<file path="config.mk">
export PLATFORM = sky130hd
export DESIGN_NAME = fetch_unit
export DESIGN_NICKNAME = d
export VERILOG_FILES = /design/src/rtl/fetch_unit.sv
export SDC_FILE = /design/constraint.sdc
export NUM_CORES = 1
export LEC_CHECK = 0
export BUFFER_PORTS_ARGS = -buffer_cell sky130_fd_sc_hd__buf_2
export CAP_MARGIN = 20
export CELL_PAD_IN_SITES_DETAIL_PLACEMENT = 1
export CELL_PAD_IN_SITES_GLOBAL_PLACEMENT = 1
export CORE_UTILIZATION = 36
export DETAILED_ROUTE_END_ITERATION = 10
export PLACE_DENSITY_LB_ADDON = 0.1
export SLEW_MARGIN = 20
export SYNTH_ARGS = -nofsm -noshare
export SYNTH_HDL_FRONTEND = slang
export SYNTH_SLANG_ARGS = --single-unit
</file>
<file path="constraint.sdc">
create_clock -name clk -period 3.05 [get_ports clk]
set_clock_uncertainty 0.15 [all_clocks]
set_input_delay 0.7625 -clock clk [delete_from_list [all_inputs] [get_ports clk]]
set_output_delay 0.7625 -clock clk [all_outputs]
set_load 0.1 [all_outputs]
</file>
<file path="src/rtl/fetch_unit.sv">
// -----------------------------------------------------------------------------
// fetch_unit
//   IF-stage PC generator and 2-entry fetch buffer.
//
//   The unit drives the word address of a synchronous instruction memory with a
//   one-cycle read latency. It collects the returned words together with their
//   byte PC in a small FIFO and hands them to ID over a valid/ready handshake.
//   A redirect flushes everything in flight and restarts fetch at a new target
//   in the same cycle.
//
// Ports
//   clk            in   1           clock, all state updates on posedge
//   rst_n          in   1           asynchronous active-low reset
//   imem_addr      out  ADDR_WIDTH  word address to imem (combinational from fa)
//   imem_dout      in   DATA_WIDTH  imem read data for the address sampled last edge
//   redirect_valid in   1           1-cycle pulse: restart fetch at redirect_pc
//   redirect_pc    in   32          redirect byte address (bits [1:0] ignored)
//   id_valid       out  1           id_instr/id_pc hold a valid fetch word
//   id_ready       in   1           ID accepts the word this cycle
//   id_instr       out  DATA_WIDTH  fetched word at the buffer head
//   id_pc          out  32          word-aligned byte address of id_instr
// -----------------------------------------------------------------------------
module fetch_unit #(
  parameter int unsigned ADDR_WIDTH = 9,
  parameter int unsigned DATA_WIDTH = 32,
  parameter logic [31:0] RESET_PC   = 32'h0000_0000
) (
  input  logic                  clk,
  input  logic                  rst_n,
  output logic [ADDR_WIDTH-1:0] imem_addr,
  input  logic [DATA_WIDTH-1:0] imem_dout,
  input  logic                  redirect_valid,
  input  logic [31:0]           redirect_pc,
  output logic                  id_valid,
  input  logic                  id_ready,
  output logic [DATA_WIDTH-1:0] id_instr,
  output logic [31:0]           id_pc
);

  localparam logic [31:0] WORD_MASK = 32'hFFFF_FFFC;

  // Architectural state
  logic [31:0]           pc_q,       pc_d;
  logic                  req_vld_q,  req_vld_d;
  logic [31:0]           req_pc_q,   req_pc_d;
  logic                  head_q,     head_d;
  logic [1:0]            count_q,    count_d;
  logic                  id_valid_q, id_valid_d;
  logic [DATA_WIDTH-1:0] instr_q [2];
  logic [31:0]           epc_q   [2];

  // Combinational helpers
  logic [31:0] fa_s;
  logic        pop_s;
  logic        push_s;
  logic        issue_s;
  logic        tail_s;
  logic [2:0]  occ_s;

  // Fetch address selection and the issue / push / pop decisions.
  always_comb begin
    fa_s    = pc_q;
    pop_s   = 1'b0;
    push_s  = 1'b0;
    issue_s = 1'b0;
    tail_s  = 1'b0;
    occ_s   = 3'd0;

    if (redirect_valid) begin
      fa_s = redirect_pc & WORD_MASK;
    end else begin
      fa_s = pc_q;
    end

    pop_s  = id_valid_q & id_ready;
    // Data of a fetch issued last cycle is on imem_dout now; a redirect drops it.
    push_s = req_vld_q & ~redirect_valid;
    // Slot after the last valid entry; with count=2 this aliases the head,
    // which is only written when the head is popped in the same cycle.
    tail_s = head_q ^ count_q[0];

    // Entries that will be occupied once the in-flight word lands, after this
    // cycle's pop. Issuing only when this is <= 1 keeps the 2-entry FIFO from
    // ever overflowing, since an issued word lands two edges later at most.
    occ_s   = {1'b0, count_q} + {2'b00, req_vld_q} - {2'b00, pop_s};
    issue_s = redirect_valid | (occ_s <= 3'd1);
  end

  assign imem_addr = fa_s[ADDR_WIDTH+1:2];

  // Next-state computation for PC, request tracking and FIFO bookkeeping.
  always_comb begin
    pc_d       = pc_q;
    req_vld_d  = 1'b0;
    req_pc_d   = req_pc_q;
    head_d     = head_q;
    count_d    = count_q;
    id_valid_d = 1'b0;

    if (issue_s) begin
      req_vld_d = 1'b1;
      req_pc_d  = fa_s;
      pc_d      = fa_s + 32'd4;
    end else begin
      req_vld_d = 1'b0;
      req_pc_d  = req_pc_q;
      pc_d      = pc_q;
    end

    if (redirect_valid) begin
      // Flush: a pop in this cycle is still taken by ID, so nothing is re-presented.
      count_d = 2'd0;
      head_d  = head_q;
    end else begin
      count_d = count_q + {1'b0, push_s} - {1'b0, pop_s};
      head_d  = head_q ^ pop_s;
    end

    id_valid_d = (count_d != 2'd0);
  end

  // State registers, cleared immediately by the asynchronous reset.
  always_ff @(posedge clk or negedge rst_n) begin
    if (!rst_n) begin
      pc_q       <= RESET_PC;
      req_vld_q  <= 1'b0;
      req_pc_q   <= 32'h0000_0000;
      head_q     <= 1'b0;
      count_q    <= 2'd0;
      id_valid_q <= 1'b0;
      for (int i = 0; i < 2; i++) begin
        instr_q[i] <= '0;
        epc_q[i]   <= 32'h0000_0000;
      end
    end else begin
      pc_q       <= pc_d;
      req_vld_q  <= req_vld_d;
      req_pc_q   <= req_pc_d;
      head_q     <= head_d;
      count_q    <= count_d;
      id_valid_q <= id_valid_d;
      for (int i = 0; i < 2; i++) begin
        if (push_s && (tail_s == 1'(i))) begin
          instr_q[i] <= imem_dout;
          epc_q[i]   <= req_pc_q;
        end else begin
          instr_q[i] <= instr_q[i];
          epc_q[i]   <= epc_q[i];
        end
      end
    end
  end

  assign id_valid = id_valid_q;
  assign id_instr = instr_q[head_q];
  assign id_pc    = epc_q[head_q];

endmodule

</file>
==> flow_summary.yaml, run 1 <==
outcome:
  status: "completed"
setup_path:
  critPathBufInv: 4
  cpPeakStageDelay_ns: 0.33
  crit_family: "buffers and inverters"
  cpMaxStageDelayCell: "mux2i_2"
  path_class: "in -> out"
  worstPathMaxFanout: 13
  path_cells: "buf_4, buf_4, mux2i_2, inv_1, buf_2"
  cp_common_cell: "buf_4"
  critPathArrivalTime_ns: 1.97
  critPathRequiredTime_ns: 2.14
  startpoint_type: "input pin"
  cp-end-kind: "output pin"
clocking:
  clk_pin_slew_ns: 0.07
  htreeDepth: 4
  cts_buffer_depth: 2
  clkLatencyLatePin_ns: 0.43
  clockRootBuffer: "clkbuf_16"
  post-cts-setup-buffer-count: 0
  cts_sinks: 189
  cts_resized: 0
  tritoncts: "done"
  cts_inserted_buffers: 17
  cts_hold_buf: 0
global_routing:
  grt_max_degree: 56
  overflow: 0
  grt_util_all_layers_pct: 18.5
  grt_pass1_vias: 7183
  antenna_found_initial: 0
  grt_pass1_wl_um: 38300
finish:
  mostFrequentLayoutCell: "mux2_2"
  drive_gt1_share_pct: 47.7
  area_growth_pct: 22.2
  final_area_um2: 11400
  final_nets: 994
  mostFrequentLayoutCells: "192 x mux2_2, 187 x dfrtp_1, 133 x buf_2"
  n_antenna_cell: 0
floorplanning:
  rows: 58
  die_x_um: 163
  core_um2: 25300
  start_util_pct: 36.8
  die_area_um2: 26600
  top_level_ports: 142
  die_h_um: 163
sta:
  setup-violations-final: 0
  timing.hold.ws_ns: 0.148
  fmax_mhz: 347
  worst_pin_slew_ns: 0.596
  final_max_slew_viol_count: 0
  fin_crit_sh_pct: 94.6
  fin_crit_ns: 2.88
  finalHoldViolations: 0
  slew-limit-headroom_pct: 60.2
  rsz0062_at_grt: "false"
drt:
  vias: 6442
  wl_met3_um: 590
  drt_first_pass_iters: 6
  drtIter0Drc: 220
  viasPerCell: 5.10
  drt-met1-wl_um: 10400
  ant_nets: 0
  wire_per_inst_um: 18.3
  routed-wl-met2_um: 12000
  top_layer: "met4"
  drc: 0
  wl_um: 23100
synth:
  synth_edf_count: 0
  synth.distinct_cells: 49
  ys.flop_type: "dfrtp_1"
  ys_seq_area_share_pct: 50.7
  ys_async_sr_fraction_pct: 100
  postSynthCellCount: 764
  netlist_area_um2: 9330
  ys.warnings.count: 0
  synth_seq_cells: 189
  synth_area_per_cell_um2: 12.2
job:
  max_cap_viol_count: 0
hold_path:
  min_path_type: "in -> async"
place:
  placed_area_um2: 10800
  port_buffers: 137
  hpwl_um: 16700
  finalWeightedCongestion: 0.791
[worst paths after layout]
path                       depth (start not counted)  slack (ns)                      end            startpoint
max                                                5        0.17             imem_addr[3]        redirect_valid
min                                                1        0.15  instr_q[10]$_DFFE_PN0P_                 rst_n
max reg2reg                                       11        0.27     pc_q[19]$_DFFE_PN0P_    id_valid$_DFF_PN0_
min reg2reg                                        1        0.35     pc_q[30]$_DFFE_PN0P_  pc_q[30]$_DFFE_PN0P_
max in group asynchronous                          2        1.62  instr_q[29]$_DFFE_PN0P_                 rst_n
min in group clk                                   1        0.35     pc_q[30]$_DFFE_PN0P_  pc_q[30]$_DFFE_PN0P_
[per-stage QoR]
step / setup TNS (ns) / std cells / setup WS (ns) / util (%)
after floorplan: -0.225 / 765 / -0.148 / -
after global placement: -0.783 / 1232 / -0.0916 / 42.7
after detailed placement: -1.58 / 1232 / -0.133 / 42.7
after CTS: 0 / 1263 / 0.0642 / 45.0
after global routing: 0 / 1263 / 0.0546 / 45.0
final: 0 / 1263 / 0.165 / 45.0
[synthesized netlist by cell type (2+ instances only)]
cell type | number | share of area (%)
mux2i_1 | 38 | 4.1
a31oi_1 | 2 | 0.13
buf_6 | 3 | 0.36
buf_1 | 4 | 0.16
nand4_1 | 8 | 0.54
a22oi_2 | 2 | 0.27
or2_2 | 4 | 0.27
a21o_1 | 2 | 0.16
nor2b_1 | 4 | 0.27
nand4b_1 | 4 | 0.38
a22oi_1 | 3 | 0.24
nor2_1 | 44 | 1.8
nor3_1 | 10 | 0.54
a21oi_1 | 15 | 0.80
a222oi_1 | 2 | 0.21
buf_2 | 8 | 0.43
nand3b_1 | 9 | 0.72
clkbuf_1 | 26 | 1.0
a32oi_1 | 3 | 0.28
o21ai_0 | 23 | 1.2
nor4_1 | 7 | 0.47
nand2_1 | 51 | 2.1
buf_4 | 12 | 0.97
xnor2_1 | 39 | 3.7
ha_1 | 4 | 0.54
xor2_1 | 11 | 1.0
nand3_1 | 15 | 0.80
inv_1 | 9 | 0.36
mux2_2 | 194 | 23
dfrtp_1 | 189 | 51
[metal layers]
metal | up-vias | track usage, %
li1 | 2992 | -
met5 | - | 0
met2 | 110 | 33.2
met1 | 3321 | 23.2
met3 | 19 | 2.65
met4 | 0 | 4.33
[flip-flops by register name, summed over array words and instances, names as in the netlist]
| name | count |
|---|---|
| req_vld_q | 1 |
| pc_q | 30 |
| count_q | 2 |
| epc_q | 60 |
| id_valid | 1 |
| instr_q | 64 |
| req_pc_q | 30 |
| head_q | 1 |
[worst reg2reg max path, stage by stage (launching register included)]
cell and delay (ns):
dfrtp_4 0.47, nand2_1 0.12, or2_4 0.14, nand2_1 0.05, ha_2 0.17, fa_1 0.40
xnor2_1 0.15, or2_4 0.27, buf_12 0.17, nor4b_2 0.31, xnor2_1 0.17, mux2i_1 0.11
[kinds of logic (layout without fill, tap and decap cells)]
kind of cell | Yosys count | after routing | synth area share (%)
multiplexers | 232 | 232 | 27.5
flip-flops | 189 | 189 | 50.7
AND/OR/NAND/NOR | 167 | 167 | 9.12
buffers and inverters | 62 | 230 | 3.33
AO/OA/AOI/OAI | 58 | 58 | 3.88
XOR/XNOR | 50 | 50 | 4.69
adder cells (fa/ha/maj) | 5 | 5 | 0.751
other | 1 | 2 | 0.0402
[area by class of cell]
cell class / instances / area [um2]
clock buffer: 18 / 429
inverter: 9 / 33.8
fill: 2688 / 13900
multi-input combinational: 514 / 4430
sequential: 189 / 4730
timing repair buffer: 190 / 1210
clock inverter: 13 / 150
tap: 330 / 413
Power of run 1 is not shown: default switching activity piles up to over one toggle a cycle in this logic, so the estimate is an artifact.
==> run 2, diff against run 1 <==
--- a/config.mk
+++ b/config.mk
@@ -7,8 +7,6 @@
 export LEC_CHECK = 0
 export BUFFER_PORTS_ARGS = -buffer_cell sky130_fd_sc_hd__buf_2
 export CAP_MARGIN = 20
-export CELL_PAD_IN_SITES_DETAIL_PLACEMENT = 1
-export CELL_PAD_IN_SITES_GLOBAL_PLACEMENT = 1
 export CORE_UTILIZATION = 36
 export DETAILED_ROUTE_END_ITERATION = 10
 export PLACE_DENSITY_LB_ADDON = 0.1
==> flow_summary.yaml, run 2 (synthesized netlist as in run 1, its figures left out) <==
sta:
  setup_slack_ns: 0.132
  final.setup.tns_ns: 0
  worst_pin_slew_ns: 0.824
  setup-violations-final: 0
  rsz0062_at_grt: "false"
  finalHoldViolations: 0
  fmax_mhz: 343
  final_max_slew_viol_count: 0
  slew-limit-headroom_pct: 45.1
  fin_crit_sh_pct: 95.7
  timing.hold.ws_ns: 0.249
  fin_crit_ns: 2.92
clocking:
  clockRootBuffer: "clkbuf_16"
  tritoncts: "done"
  clk_pin_slew_ns: 0.07
  cts_inserted_buffers: 17
  htreeDepth: 4
  cts_hold_buf: 0
  cts_buffer_depth: 2
  cts_resized: 0
  post-cts-setup-buffer-count: 0
  clkLatencyLatePin_ns: 0.43
  cts_sinks: 189
drt:
  wl_um: 21700
  ant_nets: 0
  drc: 0
  wire_per_inst_um: 17.2
  drt_first_pass_iters: 4
  drtIter0Drc: 270
  vias: 6325
  viasPerCell: 5.00
finish:
  fin_cells: 1264
  drive_gt1_share_pct: 47.8
  n_antenna_cell: 0
  final_nets: 994
  mostFrequentLayoutCells: "192 x mux2_2, 187 x dfrtp_1, 133 x buf_2"
  top_regs: "instr_q (64), epc_q (60)"
  top_register: "instr_q"
  largest_reg_flops: 64
  area_growth_pct: 22.5
  mostFrequentLayoutCell: "mux2_2"
global_routing:
  grt_max_degree: 87
  antenna_found_initial: 0
  overflow: 0
  grt_pass1_wl_um: 35500
  grt_pass1_vias: 6748
  grt_util_all_layers_pct: 17.1
setup_path:
  critPathArrivalTime_ns: 2.01
  r2r-end: "pc_q[28]$_DFFE_PN0P_"
  worstPathMaxFanout: 14
  ff2ff_path_depth: 11
  crit_start: "redirect_valid"
  startpoint_type: "input pin"
  r2r_slack_ns: 0.27
  cp-end-kind: "output pin"
  critPathRequiredTime_ns: 2.14
  path_class: "in -> out"
  reg2reg_from: "id_valid$_DFF_PN0_"
floorplanning:
  die_x_um: 163
  core_um2: 25300
  die_area_um2: 26600
  top_level_ports: 142
  die_h_um: 163
  start_util_pct: 36.8
  rows: 58
place:
  pre_cts_ws_ns: -0.141
  hpwl_um: 15600
  place_inst: 1232
  port_buffers: 137
  finalWeightedCongestion: 0.807
outcome:
  status: "completed"
job:
  max_cap_viol_count: 0
hold_path:
  min_path_type: "in -> async"
==> run 2: critical path, stage by stage <==
cell and delay (ns):
buf_4 0.22, buf_4 0.22, mux2i_1 0.35, inv_1 0.13, buf_2 0.31
==> run 2: layer usage <==
metal	vias to the layer above	track usage, %	share of wire (%)
met5	-	0	0
li1	2992	-	-
met2	116	29.7	51
met1	3201	21.6	45
met4	0	4.59	0.92
met3	16	3.13	3.4
==> run 2: area by class of cell <==
class / count / area, um2
fillers: 2376 / 13900
flip-flops and latches: 189 / 4730
multi-input cells: 514 / 4430
repair buffers: 190 / 1230
clock buffers: 18 / 439
well taps: 330 / 413
clock inverters: 14 / 148
inverters: 9 / 33.8
==> run 2: worst max path at each step <==
stage                                 to  slack [ns]
CTS                             id_pc[2]        0.09
floorplan           pc_q[20]$_DFFE_PN0P_       -0.15
global placement    pc_q[28]$_DFFE_PN0P_       -0.14
finish                      imem_addr[3]        0.13
detailed placement  pc_q[28]$_DFFE_PN0P_       -0.14
global route                id_instr[28]        0.05
==> run 2: per-stage QoR <==
step,instance area (um2),utilization (%)
floorplan,9490,-
global placement,10800,42.8
detailed placement,10800,42.8
CTS,11400,45.1
global route,11400,45.1
finish,11400,45.1
Power of run 2 is left out for the same reason.
